==> config.mk <==
export PLATFORM = sky130hd
export DESIGN_NAME = action_argmax_stream
export DESIGN_NICKNAME = d
export VERILOG_FILES = /design/src/rtl/ai_act_pkg.sv /design/src/rtl/action_argmax_stream_top2_tracker.sv /design/src/rtl/action_argmax_stream.sv
export SDC_FILE = /design/constraint.sdc
export NUM_CORES = 1
export LEC_CHECK = 0
export BUFFER_PORTS_ARGS = -buffer_cell sky130_fd_sc_hd__buf_2
export CAP_MARGIN = 20
export CORE_MARGIN = 1.5
export CORE_UTILIZATION = 25
export DETAILED_ROUTE_END_ITERATION = 6
export HOLD_SLACK_MARGIN = 0.1
export PLACE_DENSITY = 0.43
export SETUP_SLACK_MARGIN = 0.5
export SLEW_MARGIN = 5
export SYNTH_ARGS = -nofsm -noshare
export SYNTH_HDL_FRONTEND = slang
export SYNTH_SLANG_ARGS = --single-unit
export TNS_END_PERCENT = 100
==> constraint.sdc <==
create_clock -name clk -period 7.7 [get_ports clk]
set_input_delay 0.385 -clock clk [delete_from_list [all_inputs] [get_ports clk]]
set_output_delay 0.385 -clock clk [all_outputs]
set_load 0.02 [all_outputs]
==> src/rtl/ai_act_pkg.sv <==
// Shared types, action codes and margin helper for the action selection stage.
package ai_act_pkg;

    localparam int N_ACT_DEF = 10;
    localparam int W_DEF     = 16;
    localparam int ACT_W_DEF = 4;

    typedef enum logic [1:0] {
        IDLE,
        ACCUM,
        DONE
    } state_t;

    typedef enum logic [ACT_W_DEF-1:0] {
        SHOOT_ENEMY  = 4'd0,
        SHOOT_SELF   = 4'd1,
        MAGNIFIER    = 4'd2,
        BEER         = 4'd3,
        CIGARETTES   = 4'd4,
        HANDCUFFS    = 4'd5,
        HAND_SAW     = 4'd6,
        BURNER_PHONE = 4'd7,
        REVERSE      = 4'd8,
        END_ITEM     = 4'd9
    } action_t;

    localparam logic [ACT_W_DEF-1:0] ACT_NONE = '1;

    // best - second in one extra bit, clipped to the largest positive value of a w-bit field
    function automatic logic [31:0] sat_margin(input logic signed [31:0] best,
                                               input logic signed [31:0] second,
                                               input int w);
        logic signed [32:0] diff;
        logic signed [32:0] lim;
        diff = {best[31], best} - {second[31], second};
        lim  = (33'sd1 <<< (w - 1)) - 33'sd1;
        if (diff > lim) return lim[31:0];
        return diff[31:0];
    endfunction

endpackage

==> src/rtl/action_argmax_stream_top2_tracker.sv <==
// Running best / second-best tracker over a stream of signed logits.
module top2_tracker #(
    parameter int W     = 16,
    parameter int ACT_W = 4
) (
    input  logic                clk,
    input  logic                rst,
    input  logic                i_clear,
    input  logic                i_beat,
    input  logic signed [W-1:0] i_val,
    input  logic [ACT_W-1:0]    i_idx,
    output logic signed [W-1:0] o_best,
    output logic signed [W-1:0] o_second,
    output logic [ACT_W-1:0]    o_best_idx,
    output logic                o_have_best,
    output logic                o_have_second
);

    logic signed [W-1:0] r_best;
    logic signed [W-1:0] r_second;
    logic [ACT_W-1:0]    r_best_idx;
    logic                r_have_best;
    logic                r_have_second;

    // Strict compares: an equal later logit never displaces the earlier index.
    always_ff @(posedge clk or posedge rst) begin
        if (rst) begin
            r_best        <= '0;
            r_second      <= '0;
            r_best_idx    <= '0;
            r_have_best   <= 1'b0;
            r_have_second <= 1'b0;
        end else if (i_clear) begin
            r_best        <= '0;
            r_second      <= '0;
            r_best_idx    <= '0;
            r_have_best   <= 1'b0;
            r_have_second <= 1'b0;
        end else if (i_beat) begin
            if (!r_have_best || i_val > r_best) begin
                // NOTE: non-blocking lets the old best shift into second on the same edge.
                r_second      <= r_best;
                r_have_second <= r_have_best;
                r_best        <= i_val;
                r_best_idx    <= i_idx;
                r_have_best   <= 1'b1;
            end else if (!r_have_second || i_val > r_second) begin
                r_second      <= i_val;
                r_have_second <= 1'b1;
            end
        end
    end

    assign o_best        = r_best;
    assign o_second      = r_second;
    assign o_best_idx    = r_best_idx;
    assign o_have_best   = r_have_best;
    assign o_have_second = r_have_second;

endmodule

==> src/rtl/action_argmax_stream.sv <==
// Streaming masked argmax: consumes N_ACT logits per inference and hands the
// winning action, its logit and a confidence margin to the game FSM.
module action_argmax_stream
    import ai_act_pkg::*;
#(
    parameter int N_ACT = N_ACT_DEF,
    parameter int W     = W_DEF,
    parameter int ACT_W = ACT_W_DEF
) (
    input  logic                clk,
    input  logic                rst,
    input  logic                start,
    input  logic [N_ACT-1:0]    mask,
    input  logic                in_valid,
    output logic                in_ready,
    input  logic signed [W-1:0] in_data,
    input  logic                in_last,
    output logic                out_valid,
    input  logic                out_ready,
    output logic [ACT_W-1:0]    action,
    output logic signed [W-1:0] best_val,
    output logic signed [W-1:0] margin,
    output logic                none_legal,
    output logic                err
);

    localparam logic [ACT_W-1:0]    NONE_CODE  = '1;
    localparam logic [ACT_W-1:0]    LAST_IDX   = ACT_W'(N_ACT - 1);
    localparam logic signed [W-1:0] MARGIN_MAX = {1'b0, {(W-1){1'b1}}};

    state_t           r_state;
    logic [N_ACT-1:0] r_mask;
    logic [ACT_W-1:0] r_idx;
    logic             r_in_ready;
    logic             r_out_valid;
    logic             r_err;

    logic                w_clear;
    logic                w_accept;
    logic                w_at_last;
    logic                w_final;
    logic                w_legal_beat;
    logic                w_have_result;
    logic signed [W-1:0] w_best;
    logic signed [W-1:0] w_second;
    logic [ACT_W-1:0]    w_best_idx;
    logic                w_have_best;
    logic                w_have_second;

    // An abort wins over a beat presented on the same cycle; that beat is dropped.
    assign w_clear      = start && (r_state != DONE);
    assign w_accept     = in_valid && r_in_ready && !start;
    assign w_at_last    = (r_idx == LAST_IDX);
    assign w_final      = w_accept && (in_last || w_at_last);
    assign w_legal_beat = w_accept && r_mask[r_idx];

    top2_tracker #(.W(W), .ACT_W(ACT_W)) u_tracker (
        .clk           (clk),
        .rst           (rst),
        .i_clear       (w_clear),
        .i_beat        (w_legal_beat),
        .i_val         (in_data),
        .i_idx         (r_idx),
        .o_best        (w_best),
        .o_second      (w_second),
        .o_best_idx    (w_best_idx),
        .o_have_best   (w_have_best),
        .o_have_second (w_have_second)
    );

    always_ff @(posedge clk or posedge rst) begin
        if (rst) begin
            r_state     <= IDLE;
            r_mask      <= '0;
            r_idx       <= '0;
            r_in_ready  <= 1'b0;
            r_out_valid <= 1'b0;
            r_err       <= 1'b0;
        end else begin
            case (r_state)
                IDLE: if (start) begin
                    r_state    <= ACCUM;
                    r_mask     <= mask;
                    r_idx      <= '0;
                    r_err      <= 1'b0;
                    r_in_ready <= 1'b1;
                end
                ACCUM: if (start) begin
                    r_mask <= mask;
                    r_idx  <= '0;
                    r_err  <= 1'b0;
                end else if (w_final) begin
                    r_state     <= DONE;
                    r_in_ready  <= 1'b0;
                    r_out_valid <= 1'b1;
                    r_err       <= (in_last != w_at_last);
                end else if (w_accept) begin
                    r_idx <= r_idx + 1'b1;
                end
                DONE: if (out_ready) begin
                    r_state     <= IDLE;
                    r_out_valid <= 1'b0;
                end
                default: r_state <= IDLE;
            endcase
        end
    end

    // Tracker registers are frozen in DONE, so these decodes are stable for the whole handshake.
    assign w_have_result = r_out_valid && w_have_best;
    assign in_ready      = r_in_ready;
    assign out_valid     = r_out_valid;
    assign action        = w_have_result ? w_best_idx : NONE_CODE;
    assign best_val      = w_have_result ? w_best : '0;
    assign none_legal    = r_out_valid && !w_have_best;
    assign err           = r_out_valid && r_err;
    assign margin        = !w_have_result ? '0 :
                           w_have_second  ? W'(sat_margin(32'(w_best), 32'(w_second), W)) :
                                            MARGIN_MAX;

endmodule

==> results by group <==
Critical path
  • Critical path type: flip-flop to primary output
  • CP arrival: ~3200 ps
  • Crit path to: margin[15]
  • CP cell instances: inv_1 > ha_1 > fa_1 > nor2b_1 > o2111ai_1 > a31oi_1 > a211o_1 > a31oi_1 > o311a_4 > and3_1 > buf_2
  • FF-to-FF path depth: 9
  • R2R Path End: u_tracker.o_best[7]$_DFFE_PP0P_
  • Buf/Inv on CP: 2
  • Worst reg2reg startpoint: u_tracker.o_best[15]$_DFFE_PP0P_
  • Critical Path Source: u_tracker.o_best[0]$_DFFE_PP0P_
  • Startpoint Class: flip-flop
  • WP data required: roughly 7300 ps
  • Crit end category: primary output
  • R2R Setup Slk: 4340 ps
  • CP max-delay cell: fa_1
  • CP delay by family, top: compound AO/OA/AOI/OAI gates
  • CP max stage delay: 440 ps
  • Crit path depth: 11
  • Worst path most repeated cell: a31oi_1
  • CP max FO: 16

Synth
  • Mapped Nets: between 600 and 700
  • Synth area leaders: dfrtp_1 32%, ha_1 14%, nand2_1 6.0%
  • Yosys top cell by area: dfrtp_1
  • Top-area cell type share of the netlist area: a little under a third
  • Number of synthesized flops with an enable pin: 0
  • Ys Warns: 0
  • Synth async-reset ratio: 100%
  • Cells after Synth: 516
  • Post-Synthesis Mean Instance Area: between 8 and 9 sq um
  • Yosys cell types: 59
  • Post-synthesis sequential area ratio: between 30% and 40%
  • Register bit total from synthesis: 57
  • Top_reg_cell synth: dfrtp_1
  • Synthesized cell area: around 0.0045 sq mm

CTS
  • Insertion delay to the later sink of the worst-skew pair: approximately 330 ps
  • Clock Sinks: between 50 and 60
  • Post-cts sizing count: 0
  • TritonCTS clock tree: built
  • Clock buffer depth: 2
  • # hold bufs at CTS: 0
  • Clock slew at reported path FFs: ~60 ps
  • Post-CTS setup buffers: 0
  • Num CTS Buffers: 9
  • Clock H-tree levels: 3
  • Root buf cell: clkbuf_16

Placement
  • DP Wirelength: between 9 and 10 mm
  • Buffers added on ports: between 70 and 80
  • Gpl congestion: 0.801

Routing
  • Post-route ant nets: 0
  • # DRC: 0
  • Routed vias: 4007
  • Post-Route WL: around 13 mm
  • Detailed Routing Iterations Pass 1: 5
  • DRT iter0 DRCs: between 200 and 250
  • DR WL/cell: about 17 um
  • Via density: between 4 and 5

Cells and area
  • Diode count: 0
  • FILL cells: between 1500 and 2000
  • Seq. cell area: 0.00143 sq mm
  • Util after Layout: between 30 and 40%
  • Nets: ~670
  • Commonest non-fill, non-tap cell in the layout: nand2_1
  • Share of cells above drive strength 1: between 10% and 20%
  • Area used by multi-input combinational logic: about 0.0028 sq mm
  • Most frequent cells in the layout: 72 x nand2_1, 71 x buf_2, 57 x dfrtp_1
  • P&R area growth vs syn: 18.9%

Timing
  • Final hold vios: 0
  • Crit path time final: roughly 3600 ps
  • Setup TNS: 0 ps
  • RSZ-0062 raised after global routing: no
  • Slew Limit Fails: 0
  • Period utilisation layout: between 40% and 50%
  • Worst hold slack: around 240 ps
  • Final setup vio count: 0
  • Slew HR: 35.5%
  • Setup clock skew after layout: around 10 ps
  • Fmax: between 200 and 300 MHz
  • Worst Max-Slew Pin Slew: slightly below 1000 ps

Global route
  • Vias in the first global route: approximately 4000
  • First-pass GRT wire length: around 21 mm
  • GRT Residual Overflow: 0
  • Largest net degree at the start of global routing: 58
  • Total global-route track usage: between 10% and 20%
  • Initial antenna violation count: 0

Power and ir drop
  • Peak supply drop: 0.0000944 V
  • Leak: ~0.0024 uW
  • Power density over the cells: between 100 and 150 mW/mm^2

Min path
  • Worst hold path class: input pin to flip-flop

Floorplan
  • DIE AREA: between 0.015 and 0.02 sq mm
  • # IOs: between 70 and 80
  • Starting Density: between 20% and 30%
  • Core area: around 0.017 sq mm
  • Die Y: between 100 and 150 um
  • Row count: 48
  • DIE WIDTH: roughly 140 um

Outcome
  • Status: finished, final reports clean

Flow run
  • Max-cap violation count: 0
## flip-flops by register name, indices dropped and copies added, names as in the netlist, 2 cells and up
name                  flops
r_idx                     4
r_mask                   10
r_state                   2
u_tracker.o_best         16
u_tracker.o_best_idx      4
u_tracker.o_second       16
## kinds of logic after synthesis
kind of cell | Yosys count | synth area share (%)
flops | 57 | 31.7
compound gates | 105 | 16.4
fa+ha+maj | 53 | 14.9
simple gates | 198 | 21.4
mux | 24 | 6.31
xor+xnor | 15 | 2.92
buf+inv | 64 | 6.31
## Yosys cell counts, drive strengths merged (3+ instances only)
cell    number
mux2        15
and2         5
o21ai       11
nand4       23
o31ai        4
nor2        47
nand3b       3
and4         4
nand3        8
a21o         7
nand2       72
and3         5
or2          5
dfrtp       57
inv         42
nor3         4
mux2i        7
clkbuf      14
nand2b      10
a21oi       38
a31oi        6
o211ai       3
nor2b        7
o221ai      16
a211o        3
xor2         6
buf          8
xnor2        9
ha          52
## where the power goes
part           switching, uW  total [uW]  internal, uW
Clock                    156         409           252
Combinational           46.2        72.7          26.6
Sequential              6.19         313           307
Total                    209         794           586
## worst min-delay path by stage
stage	from	to	slack [ps]	cells past startpoint
finish	mask[1]	r_mask[1]$_DFFE_PP0P_	240	3
global route	mask[6]	r_mask[6]$_DFFE_PP0P_	260	3
CTS	mask[1]	r_mask[1]$_DFFE_PP0P_	220	3
detailed placement	r_mask[2]$_DFFE_PP0P_	r_mask[2]$_DFFE_PP0P_	460	2
global placement	r_mask[2]$_DFFE_PP0P_	r_mask[2]$_DFFE_PP0P_	460	2
floorplan	r_mask[2]$_DFFE_PP0P_	r_mask[2]$_DFFE_PP0P_	440	2
## tightest hold or removal path, cell delays in order
cell     delay (ps)
buf_2            70
nand2_1          40
nand2_1          40
## layout make-up
type                    count  area share (%)
inverters                  42            2.95
multi-input cells         395            52.2
clock buffers               9            4.21
well taps                 225            5.26
clock inverters             7            1.47
flip-flops and latches     57            26.7
repair buffers             75            7.20
## stage by stage
stage | instances | worst slack (ps) | area [sq um] | total power (uW)
3_5_place_dp | 794 | 4380 | 5040 | 393
2_1_floorplan | 516 | 4710 | 4500 | 361
6_report | 810 | 4080 | 5350 | 794
4_1_cts | 810 | 4050 | 5350 | 807
3_3_place_gp | 794 | 4410 | 5040 | 392
5_1_grt | 810 | 3880 | 5350 | 830
## per-layer routing
layer / track usage [%] / wire length, um / share of wire (%) / vias up
met4: 4.44 / 151 / 1.1 / 0
met3: 2.15 / 504 / 3.8 / 11
met2: 24.3 / 6210 / 46 / 90
li1: - / - / - / 1978
met5: 0 / 0 / 0 / -
met1: 20.7 / 6530 / 49 / 1928
Note: power is estimated with default switching activity, not from simulation.
